===== src/rtl/piso_tx.sv =====
// Parallel-in serial-out transmitter: valid/ready word input, LSB-first serial
// output with a one-word holding buffer so that back-to-back words go out with no gap.
module piso_tx #(
  parameter int unsigned DATA_WIDTH = 8
) (
  input  logic                  clk,
  input  logic                  rst,
  input  logic [DATA_WIDTH-1:0] p_data_in,
  input  logic                  p_data_in_val,
  input  logic                  p_data_in_last,
  output logic                  p_data_in_rdy,
  input  logic                  piso_cancel,
  output logic                  s_data_out,
  output logic                  s_data_out_val,
  output logic                  s_data_out_last,
  output logic                  busy
);

  localparam int unsigned CNT_W = (DATA_WIDTH > 1) ? $clog2(DATA_WIDTH) : 1;
  localparam logic [CNT_W-1:0] LAST_BIT = CNT_W'(DATA_WIDTH - 1);

  typedef enum logic {IDLE, SHIFT} state_e;

  state_e                state_q, state_d;
  logic [DATA_WIDTH-1:0] hold_q, hold_d;
  logic                  hold_full_q, hold_full_d;
  logic                  hold_last_q, hold_last_d;
  logic [DATA_WIDTH-1:0] shift_q, shift_d;
  logic [CNT_W-1:0]      bit_cnt_q, bit_cnt_d;
  logic                  cur_last_q, cur_last_d;
  logic                  s_data_q, s_data_d;
  logic                  s_val_q, s_val_d;
  logic                  s_last_q, s_last_d;
  logic                  load;

  always_ff @(posedge clk) begin
    if (!rst) begin
      state_q     <= IDLE;
      hold_q      <= '0;
      hold_full_q <= 1'b0;
      hold_last_q <= 1'b0;
      shift_q     <= '0;
      bit_cnt_q   <= '0;
      cur_last_q  <= 1'b0;
      s_data_q    <= 1'b0;
      s_val_q     <= 1'b0;
      s_last_q    <= 1'b0;
    end else begin
      state_q     <= state_d;
      hold_q      <= hold_d;
      hold_full_q <= hold_full_d;
      hold_last_q <= hold_last_d;
      shift_q     <= shift_d;
      bit_cnt_q   <= bit_cnt_d;
      cur_last_q  <= cur_last_d;
      s_data_q    <= s_data_d;
      s_val_q     <= s_val_d;
      s_last_q    <= s_last_d;
    end
  end

  always_comb begin
    state_d     = state_q;
    hold_d      = hold_q;
    hold_full_d = hold_full_q;
    hold_last_d = hold_last_q;
    shift_d     = shift_q;
    bit_cnt_d   = bit_cnt_q;
    cur_last_d  = cur_last_q;
    s_data_d    = s_data_q;
    s_val_d     = s_val_q;
    s_last_d    = s_last_q;
    load        = 1'b0;

    if (piso_cancel) begin
      state_d     = IDLE;
      hold_d      = '0;
      hold_full_d = 1'b0;
      hold_last_d = 1'b0;
      shift_d     = '0;
      bit_cnt_d   = '0;
      cur_last_d  = 1'b0;
      s_data_d    = 1'b0;
      s_val_d     = 1'b0;
      s_last_d    = 1'b0;
    end else begin
      // Accept and load never coincide: accepting requires an empty hold buffer.
      if (p_data_in_val && !hold_full_q) begin
        hold_d      = p_data_in;
        hold_last_d = p_data_in_last;
        hold_full_d = 1'b1;
      end

      unique case (state_q)
        IDLE: begin
          if (hold_full_q) begin
            load = 1'b1;
          end else begin
            s_data_d = 1'b0;
            s_val_d  = 1'b0;
            s_last_d = 1'b0;
          end
        end
        SHIFT: begin
          if (bit_cnt_q != LAST_BIT) begin
            s_data_d  = shift_q[0];
            shift_d   = shift_q >> 1;
            bit_cnt_d = bit_cnt_q + CNT_W'(1);
            s_last_d  = cur_last_q && ((bit_cnt_q + CNT_W'(1)) == LAST_BIT);
          end else if (hold_full_q) begin
            load = 1'b1;
          end else begin
            state_d   = IDLE;
            bit_cnt_d = '0;
            s_data_d  = 1'b0;
            s_val_d   = 1'b0;
            s_last_d  = 1'b0;
          end
        end
      endcase

      if (load) begin
        state_d     = SHIFT;
        s_data_d    = hold_q[0];
        shift_d     = hold_q >> 1;
        bit_cnt_d   = '0;
        s_val_d     = 1'b1;
        s_last_d    = 1'b0;
        cur_last_d  = hold_last_q;
        hold_full_d = 1'b0;
      end
    end
  end

  always_comb begin
    p_data_in_rdy   = !hold_full_q && !piso_cancel;
    busy            = (state_q == SHIFT) || hold_full_q;
    s_data_out      = s_data_q;
    s_data_out_val  = s_val_q;
    s_data_out_last = s_last_q;
  end

endmodule


===== config.mk =====
export PLATFORM = sky130hd
export DESIGN_NAME = piso_tx
export DESIGN_NICKNAME = d
export VERILOG_FILES = /design/src/rtl/piso_tx.sv
export SDC_FILE = /design/constraint.sdc
export NUM_CORES = 1
export LEC_CHECK = 0
export CAP_MARGIN = 10
export CORE_MARGIN = 2
export CORE_UTILIZATION = 40
export CTS_CLUSTER_DIAMETER = 50
export DETAILED_ROUTE_END_ITERATION = 16
export GPL_TIMING_DRIVEN = 0
export PLACE_DENSITY_LB_ADDON = 0.1
export SYNTH_ARGS = -nofsm -noshare
export SYNTH_HDL_FRONTEND = slang
export SYNTH_SLANG_ARGS = --single-unit

===== constraint.sdc =====
create_clock -name clk -period 3.75 [get_ports clk]
set_clock_uncertainty 0.1 [all_clocks]
set_input_delay 0.75 -clock clk [delete_from_list [all_inputs] [get_ports clk]]
set_output_delay 0.75 -clock clk [all_outputs]
set_load 0.01 [all_outputs]

==> run_results.csv, run 1 <==
group,metric,value,unit
run,max_cap_violations,0,
route,vias_per_cell,5.02,
die,dieHeight,55.6,µm
cells_and_area,seq_area,500,µm²
die,floorplan.rows,18,
cells_and_area,n_antenna_cell,0,
logic_synthesis,synth-seq-area-share,0.471,
timing,setup_viol,0,
die,floorplan.initialDensity,0.425,
logic_synthesis,synth.net_count,132,
timing,maxSlewHeadroom,0.694,
worst_setup_path,critical_path.max_fanout,3,
timing,rsz0062_at_grt,"no",
global_routing,grt_start_max_net_pins,15,
timing,final.hold.worst_slack,0.361,ns
route,via_count,838,
timing,worst_slew_pin_slew,0.458,ns
cells_and_area,post_route_cells_drive_above_1_share,0.161,
cells_and_area,registers_with_the_most_flip_flops,"hold_q x8, shift_q x7, bit_cnt_q x3",
clock_network,cts_repair_resize_count,0,
worst_setup_path,worst_setup_path_end_kind,"output port",
power_and_ir_drop,peakVddDrop,0.000270,V
timing,post-route-period-util,0.710,
worst_setup_path,crit_required,2.90,ns
global_routing,antenna_found_initial,0,
die,design.core.area,0.00250,mm²
worst_setup_path,r2r_cells,6,
timing,fmax,376,MHz
die,die_w,55.6,µm
min_path,hold_class,"reg2reg",
clock_network,ctsRootBufferMaster,"sky130_fd_sc_hd__clkbuf_4",
logic_synthesis,synth_area_leader_cell,"sky130_fd_sc_hd__dfxtp_1",
route,drtIter0Drc,7,
worst_setup_path,start_kind,"input pin",
clock_network,postCtsHoldBufs,0,
min_path,hold_depth,2,
clock_network,path_clk_slew,0.14,ns
place,place.port_buffers,17,
logic_synthesis,top_post_synthesis_cells_by_area,"sky130_fd_sc_hd__dfxtp_1 (47%), sky130_fd_sc_hd__nand2_1 (8.5%), sky130_fd_sc_hd__mux2i_1 (7.5%)",
clock_network,numCtsBuffers,3,
timing,total_neg_setup_slack,0,ns
clock_network,cts.sink_count,25,
worst_setup_path,crit_arrival,1.81,ns
place,placement.cell_area,0.00127,mm²
power_and_ir_drop,cellPowerDensity,342,mW/mm²
cells_and_area,n_fill_cell,243,
worst_setup_path,regToRegStartpoint,"bit_cnt_q[1]",
cells_and_area,finish.instance_area,0.00130,mm²
min_path,hold_end,"s_data_out_last",
clock_network,clk_path_buf_depth,2,
outcome,outcome,"finished, final reports clean",
logic_synthesis,netlist_instances,116,
cells_and_area,largest_reg_flops,8,
worst_setup_path,reg2reg_setup_slack,2.21,ns
worst_setup_path,critical_path.reg2reg.endpoint,"s_data_out",
die,top_level_ports,18,
clock_network,clock_tree_from_tritoncts,"done",
clock_network,cts.htree.levels,1,
timing,report.final.slew_viol_count,0,
place,half_perimeter_wire_length_after_detailed_placement,1440,µm
route,drcViolationCount,0,
cells_and_area,multi_input_area,484,µm²
timing,setup_slack,1.09,ns
global_routing,grt_pass1_vias,756,
place,place_congestion,0.709,
logic_synthesis,mappedNetlistArea,0.00106,mm²
worst_setup_path,timing.setup.critical_path_class,"in2out",
route,dr.pass1.iters,4,
logic_synthesis,netlist-cell-type-count,20,
place,placed_instances,163,
logic_synthesis,synthesis.area_per_instance,9.17,µm²
power_and_ir_drop,p_leak,0.461,nW
place,post-place-ws,1.08,ns
clock_network,number_of_setup_buffers_added_after_cts,0,
route,wl,2000,µm
global_routing,grt_remaining_overflow,0,
logic_synthesis,synth-seq-cells,25,
route,drt-wirelength-per-cell,12.0,µm
logic_synthesis,yosys.area.top_type_share,0.471,
route,detail-route-antenna-nets,0,
clock_network,clock_latency,0.32,ns
cells_and_area,registers.top_by_ff_count,"hold_q",
cells_and_area,final_nets,154,
cells_and_area,final_cells,167,
die,dieArea,0.00309,mm²
global_routing,grt_first_pass_wirelength,3550,µm
timing,finalHoldViolCount,0,
cells_and_area,area_growth,22.1,%
global_routing,groute.usage.overall,0.144,
min_path,min-delay-start,"cur_last_q",
logic_synthesis,synthesis.yosys.warnings,0,
timing,period_minus_slack,2.66,ns
worst max path at each step:
stage | start | endpoint
CTS | piso_cancel | p_data_in_rdy
finish | piso_cancel | p_data_in_rdy
floorplan | piso_cancel | p_data_in_rdy
global placement | piso_cancel | p_data_in_rdy
detailed placement | piso_cancel | p_data_in_rdy
global route | piso_cancel | p_data_in_rdy
routing by layer:
metal  track usage  routed length [µm]
met1         0.197                 968
met2         0.223                 949
met3        0.0422                  65
met4        0.0314                  15
met5             0                   0
kinds of logic (layout without fill, tap and decap cells):
family | count (synthesis) | in the layout | synth area share
simple gates | 40 | 40 | 0.165
compound gates | 30 | 30 | 0.180
flops | 25 | 25 | 0.471
buf+inv | 10 | 31 | 0.0741
mux | 8 | 8 | 0.0753
fa+ha+maj | 3 | 3 | 0.0353
report_power, final:
| part | internal [mW] | switching [mW] |
|---|---|---|
| combinational | 0.0276 | 0.0251 |
| sequential | 0.271 | 0.00263 |
| clock | 0.0399 | 0.0780 |
| total | 0.338 | 0.106 |
layout make-up:
type,instances,share of cell area
buffer,7,0.0520
clock buffer,3,0.0173
clock inverter,1,0.00385
inverter,3,0.00867
multi-input combinational,81,0.373
sequential,25,0.385
tap,30,0.0289
timing repair buffer,17,0.131
cell usage in the layout (no fill, tap or decap):
cell type	Yosys	final
sky130_fd_sc_hd__nor2_1	6	6
sky130_fd_sc_hd__o32ai_1	1	1
sky130_fd_sc_hd__nand2b_1	2	2
sky130_fd_sc_hd__nand2b_2	1	1
sky130_fd_sc_hd__inv_1	3	3
sky130_fd_sc_hd__nor2b_1	2	2
sky130_fd_sc_hd__nor3_1	1	1
sky130_fd_sc_hd__clkdlybuf4s50_1	0	17
sky130_fd_sc_hd__clkinv_2	0	1
sky130_fd_sc_hd__ha_1	3	3
sky130_fd_sc_hd__a21oi_2	9	9
sky130_fd_sc_hd__dfxtp_1	25	25
sky130_fd_sc_hd__buf_4	3	3
sky130_fd_sc_hd__a21oi_1	11	11
sky130_fd_sc_hd__a32oi_1	1	1
sky130_fd_sc_hd__o21ai_1	1	1
sky130_fd_sc_hd__buf_6	4	4
sky130_fd_sc_hd__mux2i_1	8	8
sky130_fd_sc_hd__clkbuf_4	0	3
sky130_fd_sc_hd__nand3_1	3	3
sky130_fd_sc_hd__nand2_1	24	24
sky130_fd_sc_hd__o21ai_0	7	7
sky130_fd_sc_hd__and2b_2	1	1
worst max-delay path: stages:
cell and delay (ns):
sky130_fd_sc_hd__clkdlybuf4s50_1 0.43, sky130_fd_sc_hd__nor2_1 0.10, sky130_fd_sc_hd__clkdlybuf4s50_1 0.54
stage by stage:
stage	power, mW	util
after global routing	0.470	0.520
after detailed placement	0.332	0.509
after CTS	0.452	0.520
final	0.444	0.520
after floorplan	0.309	-
after global placement	0.331	0.509
synthesized netlist by cell type:
cell                       count
sky130_fd_sc_hd__mux2i_1       8
sky130_fd_sc_hd__nand2b_2      1
sky130_fd_sc_hd__o21ai_0       7
sky130_fd_sc_hd__inv_1         3
sky130_fd_sc_hd__nand2b_1      2
sky130_fd_sc_hd__a21oi_1      11
sky130_fd_sc_hd__dfxtp_1      25
sky130_fd_sc_hd__a32oi_1       1
sky130_fd_sc_hd__nand2_1      24
sky130_fd_sc_hd__nor2b_1       2
sky130_fd_sc_hd__nor3_1        1
sky130_fd_sc_hd__a21oi_2       9
sky130_fd_sc_hd__o21ai_1       1
sky130_fd_sc_hd__ha_1          3
sky130_fd_sc_hd__buf_4         3
sky130_fd_sc_hd__and2b_2       1
sky130_fd_sc_hd__o32ai_1       1
sky130_fd_sc_hd__nand3_1       3
sky130_fd_sc_hd__buf_6         4
sky130_fd_sc_hd__nor2_1        6
No activity file was read; power rests on OpenSTA's default activity.
==> run 2, diff against run 1 <==
==> constraint.sdc (replaced) <==
create_clock -name clk -period 2.3 [get_ports clk]
set_clock_uncertainty 0.1 [all_clocks]
set_input_delay 0.46 -clock clk [delete_from_list [all_inputs] [get_ports clk]]
set_output_delay 0.46 -clock clk [all_outputs]
set_load 0.01 [all_outputs]
==> results of run 2 <==
Same layout as run 1 (identical final DEF). Status: finished, final reports clean.
Main changes from that run: setup slack after placement 1.08 ns -> 0.212 ns; setup slack after layout 1.09 ns -> 0.165 ns; start point of the critical path piso_cancel -> hold_full_q; register-to-register setup slack 2.21 ns -> 0.76 ns; total power 0.444 mW -> 0.724 mW; worst IR drop on VDD 0.000270 V -> 0.000440 V
==> run 3, diff against run 2 <==
--- a/config.mk
+++ b/config.mk
@@ -12,6 +12,7 @@
 export DETAILED_ROUTE_END_ITERATION = 16
 export GPL_TIMING_DRIVEN = 0
 export PLACE_DENSITY_LB_ADDON = 0.1
+export RECOVER_POWER = 25
 export SYNTH_ARGS = -nofsm -noshare
 export SYNTH_HDL_FRONTEND = slang
 export SYNTH_SLANG_ARGS = --single-unit
==> run 3 against run 2 <==
  * Core utilization is 0.45 points lower
  * Register-to-register slack hardly changed
  * Global-route usage stayed put
  * Critical path type unchanged
==> run_results.csv, run 3 (same netlist as run 1, synthesis figures left out) <==
group,metric,value,unit
power_and_ir_drop,peakVddDrop,0.000439,V
timing,finalHoldViolCount,0,
power_and_ir_drop,power.internal,0.550,mW
worst_setup_path,worst_path_most_repeated_cell,"sky130_fd_sc_hd__buf_6",
global_routing,grt_start_max_net_pins,15,
min_path,hold_class,"reg2reg",
place,place_congestion,0.709,
timing,report.final.slew_viol_count,0,
timing,final.hold.worst_slack,0.361,ns
cells_and_area,layout_common_cells,"sky130_fd_sc_hd__dfxtp_1 (25), sky130_fd_sc_hd__nand2_1 (24), sky130_fd_sc_hd__clkdlybuf4s50_1 (16), sky130_fd_sc_hd__a21oi_1 (13), sky130_fd_sc_hd__mux2i_1 (8)",
worst_setup_path,critPathBufInv,3,
power_and_ir_drop,net-switching-power,0.171,mW
power_and_ir_drop,p_leak,0.457,nW
power_and_ir_drop,clock_network_fraction_of_design_power,0.266,
worst_setup_path,start_kind,"flop",
route,via_count,836,
timing,post-route-period-util,0.928,
min_path,min-delay-start,"cur_last_q",
cells_and_area,largest_reg_flops,8,
outcome,outcome,"finished, final reports clean",
global_routing,grt_remaining_overflow,0,
die,top_level_ports,18,
power_and_ir_drop,totalPowerFinal,0.721,mW
die,dieHeight,55.6,µm
clock_network,number_of_setup_buffers_added_after_cts,0,
timing,maxSlewHeadroom,0.679,
clock_network,clock_tree_from_tritoncts,"done",
timing,rsz0062_at_grt,"no",
place,post-place-ws,0.212,ns
route,dr.pass1.iters,4,
worst_setup_path,timing.setup.critical_path_class,"reg2out",
worst_setup_path,crit_start,"hold_full_q",
clock_network,cts.sink_count,25,
route,detail-route-antenna-nets,0,
worst_setup_path,regToRegStartpoint,"bit_cnt_q[1]",
die,design.core.area,0.00250,mm²
die,die_w,55.6,µm
place,placement.cell_area,0.00127,mm²
timing,fmax,469,MHz
clock_network,clk_path_buf_depth,2,
run,max_cap_violations,0,
global_routing,groute.usage.overall,0.144,
die,floorplan.rows,18,
clock_network,ctsRootBufferMaster,"sky130_fd_sc_hd__clkbuf_4",
place,half_perimeter_wire_length_after_detailed_placement,1440,µm
worst_setup_path,cpLargestDelayFamily,"buffers and inverters",
power_and_ir_drop,power_switching_share,0.238,
cells_and_area,finish.instance_area,0.00129,mm²
cells_and_area,final_core_util,0.515,
cells_and_area,final_nets,154,
place,place.port_buffers,17,
worst_setup_path,crit_required,1.74,ns
cells_and_area,leading_cell_type_in_the_layout_fill_and_taps_excluded,"sky130_fd_sc_hd__dfxtp_1",
cells_and_area,area_growth,21.1,%
worst_setup_path,worst_setup_path_end_kind,"output port",
die,floorplan.initialDensity,0.425,
global_routing,antenna_found_initial,0,
worst_setup_path,cp_cell_sequence,"buf_6 > buf_6 > nor2_1 > clkdlybuf4s50_1",
route,drt-wirelength-per-cell,12.0,µm
power_and_ir_drop,combinationalPowerShare,0.116,
worst_setup_path,critical_path.max_fanout,10,
place,placed_instances,163,
clock_network,path_clk_slew,0.14,ns
clock_network,clock_latency,0.32,ns
timing,total_neg_setup_slack,0,ns
cells_and_area,n_antenna_cell,0,
cells_and_area,final_cells,167,
cells_and_area,registers_with_the_most_flip_flops,"hold_q x8, shift_q x7, bit_cnt_q x3",
clock_network,numCtsBuffers,3,
timing,setup_viol,0,
worst_setup_path,worst_path_largest_cell_delay,0.54,ns
cells_and_area,n_fill_cell,245,
clock_network,cts_repair_resize_count,0,
die,dieArea,0.00309,mm²
timing,period_minus_slack,2.13,ns
cells_and_area,registers.top_by_ff_count,"hold_q",
cells_and_area,post_route_cells_drive_above_1_share,0.139,
power_and_ir_drop,p_seq_frac,0.618,
worst_setup_path,reg2reg_setup_slack,0.76,ns
timing,worst_slew_pin_slew,0.481,ns
route,vias_per_cell,5.01,
route,wl,2010,µm
route,drcViolationCount,0,
global_routing,grt_first_pass_wirelength,3550,µm
worst_setup_path,slowest_stage,"sky130_fd_sc_hd__clkdlybuf4s50_1",
global_routing,grt_pass1_vias,756,
clock_network,postCtsHoldBufs,0,
timing,setup_slack,0.167,ns
route,drtIter0Drc,6,
power_and_ir_drop,cellPowerDensity,560,mW/mm²
worst_setup_path,crit_arrival,1.57,ns
clock_network,cts.htree.levels,1,
[run 3: worst register-to-register path, delay by kind of cell (launching register included)]
family / cells / cell delay (ns)
adder cells (fa/ha/maj): 2 / 0.41
AO/OA/AOI/OAI: 1 / 0.07
flip-flops: 1 / 0.36
buffers and inverters: 1 / 0.20
AND/OR/NAND/NOR: 2 / 0.32
[run 3: worst paths after layout]
kind / end / depth (start not counted)
min: s_data_out_last / 2
max: p_data_in_rdy / 4
min reg2reg: s_data_out_last / 2
max reg2reg: s_data_out / 6
[run 3: power groups by stage]
stage	Clock, mW	Combinational [mW]	Sequential (mW)
6_report	0.192	0.0836	0.446
5_1_grt	0.224	0.0927	0.447
4_1_cts	0.205	0.0870	0.446
3_5_place_dp	0	0.0866	0.455
3_3_place_gp	0	0.0851	0.455
2_1_floorplan	0	0.0500	0.454
[run 3: cell type report]
type	instances	area (µm²)	share of cell area
Buffer	7	63.8	0.0496
Multi-Input combinational cell	81	477	0.370
Sequential cell	25	500	0.389
Clock inverter	1	5.00	0.00389
Inverter	3	11.3	0.00875
Clock buffer	3	22.5	0.0175
Timing Repair Buffer	17	170	0.132
Tap cell	30	37.5	0.0292
[run 3: layer usage]
layer	wire, µm	up-vias	GRT usage
met4	15	0	0.0314
met3	67	2	0.0422
met2	948	12	0.223
met1	975	384	0.197
met5	0	-	0
li1	-	438	-
==> variant 1 (settings of run 3) <==
Change the parameter `DATA_WIDTH` from 8 to 16.
--- a/src/rtl/piso_tx.sv
+++ b/src/rtl/piso_tx.sv
@@ -3,3 +3,3 @@
 module piso_tx #(
-  parameter int unsigned DATA_WIDTH = 8
+  parameter int unsigned DATA_WIDTH = 16
 ) (
Ports: changed (resized p_data_in); port bits go from 18 to 26. No check against the original RTL was run, so the function may have changed too.
==> variant 1 against run 3 <==
Register-to-register slack lost 0.38 ns. Count of clock-buffer cells in the layout grew 3. Sequential share of layout area shrank 1.7 points. Via count grew 72%. Power grew 91%. Synthesized area grew 76%. Die area grew 70%. Sequential cell count grew 17. Setup slack lost 0.091 ns. Clock power grew to 2.6 times the old value. Wire length grew 98%. Highest routed layer unchanged. Final area grew 76%.
==> variant 1: results (changes against run 3) <==
Status -> completed
Largest net degree at the start of global routing -> 14 (-1)
Hpwl dp -> 2765 um (+93%)
Synth top cells by count -> dfxtp_1 (42), nand2_1 (36), a21oi_1 (20)
Area contributors post-synth -> dfxtp_1 (45%), mux2i_1 (8.6%), nand2_1 (7.2%)
CTS root buf -> clkbuf_8
R2r setup slk -> 0.38 ns (-0.38 ns)
Regs by FF count -> hold_q x16, shift_q x15, bit_cnt_q x4
Final Wtd Congestion -> 0.7173 (+1.2%)
Cell Count, Final, Fillers Out -> 280 (+68%)
First-pass GRT wire length -> 6837 um (+92%)
CP max FO -> 3 (-7)
Clock Path Buffers -> 2 (unchanged)
Hold WS -> 0.3569 ns (-0.003869 ns)
CP max stage cell -> dlygate4sd3_1
Distinct cells, synth -> 34 (+70%)
Fillers -> 410 (+67%)
Seq pwr share -> 54.4% (-7.4 points)
Crit path launch -> piso_cancel
Placed cell count -> 272 (+67%)
Num CTS Buffers -> 5 (+2)
Vias -> 1,435 (+72%)
Port Buf Inserts -> 25 (+8)
Slew HR -> 54.65% (-13 points)
R2r endpoint -> cur_last_q
Worst Path Arrival -> 1.66 ns (+0.09 ns)
Layout cells sized above 1 -> 17.98% (+4.1 points)
H-tree depth -> 2 (+1)
GRT Total Usage -> 17.04% (+2.7 points)
Cells after synthesis -> 195 (+68%)
Combinational power share -> 9.6% (-2.0 points)
Pleak -> 0.7678 nW (+68%)
VDD IR-drop max -> 0.2888 mV (-34%)
Post-synthesis sequential area ratio -> 44.98% (-2.1 points)
Routed Wire Length -> 3977 um (+98%)
Hold endpoint -> hold_q[1]
Net count reported at finish -> 250 (+62%)
CTS clk-pin slew, worst paths -> 0.08 ns (-0.06 ns)
DRT iter0 DRCs -> 91 (+85)
CP peak stage delay -> 0.57 ns (+0.03 ns)
Worst slack, placed -> 0.1900 ns (-0.02151 ns)
P_int -> 1.049 mW (+91%)
## variant 1: kinds of logic (layout without fill, tap and decap cells)
family          after synthesis  count (layout)  share of synthesized area [%]
compound gates               43              43                          17.54
xor+xnor                      2               2                         0.9373
fa+ha+maj                     2               2                          1.338
buf+inv                      19              52                          6.760
flops                        42              42                          44.98
mux                          16              16                          8.567
simple gates                 71              71                          19.88
## variant 1: stage by stage
stage                     instance area [um^2]  total power, mW
after floorplan                           1869           0.8387
after global placement                    2185           0.8959
after detailed placement                  2185           0.8999
after CTS                                 2280            1.398
after global routing                      2263            1.444
final                                     2263            1.379
## variant 1: layer usage
metal	track usage [%]	up-vias	wire length [um]
met5	0	-	0
met4	6.289	0	46
met3	4.444	6	124
met2	28.64	15	1982
met1	20.93	673	1824
li1	-	741	-
## variant 1: area by class of cell
class                   count  area share (%)
multi-input cells         134           39.36
inverters                   3          0.4975
well taps                  52           2.875
clock buffers               6           3.648
repair buffers             25           11.06
flip-flops and latches     42           37.15
clock inverters             2          0.5528
plain buffers              16           4.865
==> variant 2 (flow settings as in run 3) <==
Without the edit above. Reset style: asynchronous (`rst`), changed in one clocked block.
--- a/src/rtl/piso_tx.sv
+++ b/src/rtl/piso_tx.sv
@@ -35,3 +35,3 @@
 
-  always_ff @(posedge clk) begin
+  always_ff @(posedge clk or negedge rst) begin
     if (!rst) begin
Behaviour: differs if rst is asserted again (counterexample within 4 cycles, from zero or initial values and one cycle with rst low); with rst held inactive, the same outputs for 10 cycles.
==> variant 2 against run 3 <==
Sequential cell count is the same. Final area grew 9.9%. Synthesized area grew 11%. Wire length grew 14%. Cell count is the same. Power grew 14%. Setup slack lost 0.072 ns.
==> variant 2: results (changes against run 3) <==
Fillers -> 264 (+7.8%)
Vias -> 855 (+2.3%)
Post-synthesis async set-or-reset flop share -> 100.0% (+100 points)
Status -> completed
Slew HR -> 32.63% (-35 points)
Multiplexer share of the synthesized area -> 5.938% (-1.6 points)
Worst R2R Start -> bit_cnt_q[1]
Area contributors post-synth -> dfrtp_1 (53%), nand2_1 (7.3%), a211oi_2 (6.4%)
Hpwl dp -> 1618 um (+13%)
Final Wtd Congestion -> 0.7715 (+8.8%)
Synth warn -> 0 (unchanged)
H-tree depth -> 1 (unchanged)
Vias in the first global route -> 923 (+22%)
Worst Path Arrival -> 1.64 ns (+0.07 ns)
Ant diodes -> 0 (unchanged)
Cells after synthesis -> 115 (-0.86%)
VDD IR-drop max -> 0.3584 mV (-18%)
Layout cells sized above 1 -> 15.44% (+1.6 points)
Post-CTS Setup Inserts -> 0 (unchanged)
Drt first pass iters -> 2 (-2)
DRT iter0 DRCs -> 22 (+16)
Net count reported at finish -> 153 (-0.65%)
Hold Path Cell Cnt -> 2 (unchanged)
Hold WS -> 0.3182 ns (-0.04256 ns)
Largest net degree at the start of global routing -> 26 (+11)
Placed cell count -> 162 (-0.61%)
R2r setup slk -> 0.65 ns (-0.11 ns)
Compound-Gate Fraction of Synth Area -> 14.95% (-3.0 points)
GRT Total Usage -> 15.91% (+1.5 points)
Hold WC Path Type -> in -> reg
Reg2Reg Depth -> 6 (unchanged)
First-pass GRT wire length -> 4146 um (+17%)
Pleak -> 0.6410 nW (+40%)
Num CTS Buffers -> 3 (unchanged)
Worst slack, placed -> 0.2516 ns (+0.04004 ns)
Placed cell area -> 1379 um^2 (+8.5%)
Distinct cells, synth -> 24 (+20%)
Post-synthesis adder-cell area fraction -> 3.181% (-0.35 points)
Hold_sp -> piso_cancel
Hold endpoint -> shift_q[1]
Post-synthesis sequential area ratio -> 53.02% (+6.0 points)
CP peak stage delay -> 0.47 ns (-0.07 ns)
Drt wl/cell -> 13.72 um (+14%)
Synth top cells by count -> dfrtp_1 (25), nand2_1 (23), a21oi_1 (14)
Port Buf Inserts -> 16 (-1)
Syn nets -> 131 (-0.76%)
R2r endpoint -> shift_q[5]
CTS root buf -> clkbuf_4
XOR/XNOR Fraction of Synth Area -> 0% (unchanged)
variant 2: area by class of cell:
class	count	area share (%)
multi-input cells	78	33.95
repair buffers	17	11.58
clock buffers	3	1.592
well taps	31	2.741
flip-flops and latches	25	44.21
clock inverters	1	0.3537
inverters	4	1.061
plain buffers	8	4.509
variant 2: cells by family after synthesis:
kind of cell / after synthesis
compound gates: 24
fa+ha+maj: 3
buf+inv: 12
flops: 25
mux: 7
simple gates: 44
variant 2: per-stage QoR:
step / total power [mW] / utilization [%]
floorplan: 0.5724 / -
global placement: 0.6269 / 49.57
detailed placement: 0.6315 / 49.57
CTS: 0.8333 / 50.56
global route: 0.8697 / 50.88
finish: 0.8217 / 50.88
variant 2: how the worst max path moves through the flow:
stage,startpoint,end,slack [ns],cells after the start
final,hold_full_q,busy,0.1,5
after global routing,hold_full_q,busy,0.002,5
after CTS,hold_full_q,busy,0.04,5
after detailed placement,piso_cancel,p_data_in_rdy,0.25,4
after global placement,piso_cancel,p_data_in_rdy,0.24,4
after floorplan,piso_cancel,p_data_in_rdy,0.78,3
variant 2: critical path, delay by kind of cell, from the launching register on:
kind | cells | cell delay (ns)
AND/OR/NAND/NOR | 1 | 0.11
flip-flops | 1 | 0.41
buffers and inverters | 4 | 0.80
variant 2: routing by layer:
| metal | routed length, um | track usage (%) | vias up |
|---|---|---|---|
| li1 | - | - | 427 |
| met1 | 1068 | 20.54 | 416 |
| met2 | 1149 | 27.29 | 10 |
| met3 | 54 | 1.978 | 2 |
| met4 | 19 | 5.980 | 0 |
| met5 | 0 | 0 | - |
variant 2: power breakdown:
part | internal (mW) | switching (mW)
logic | 0.0681 | 0.0754
clock network | 0.0651 | 0.135
registers | 0.463 | 0.0151
total | 0.596 | 0.226
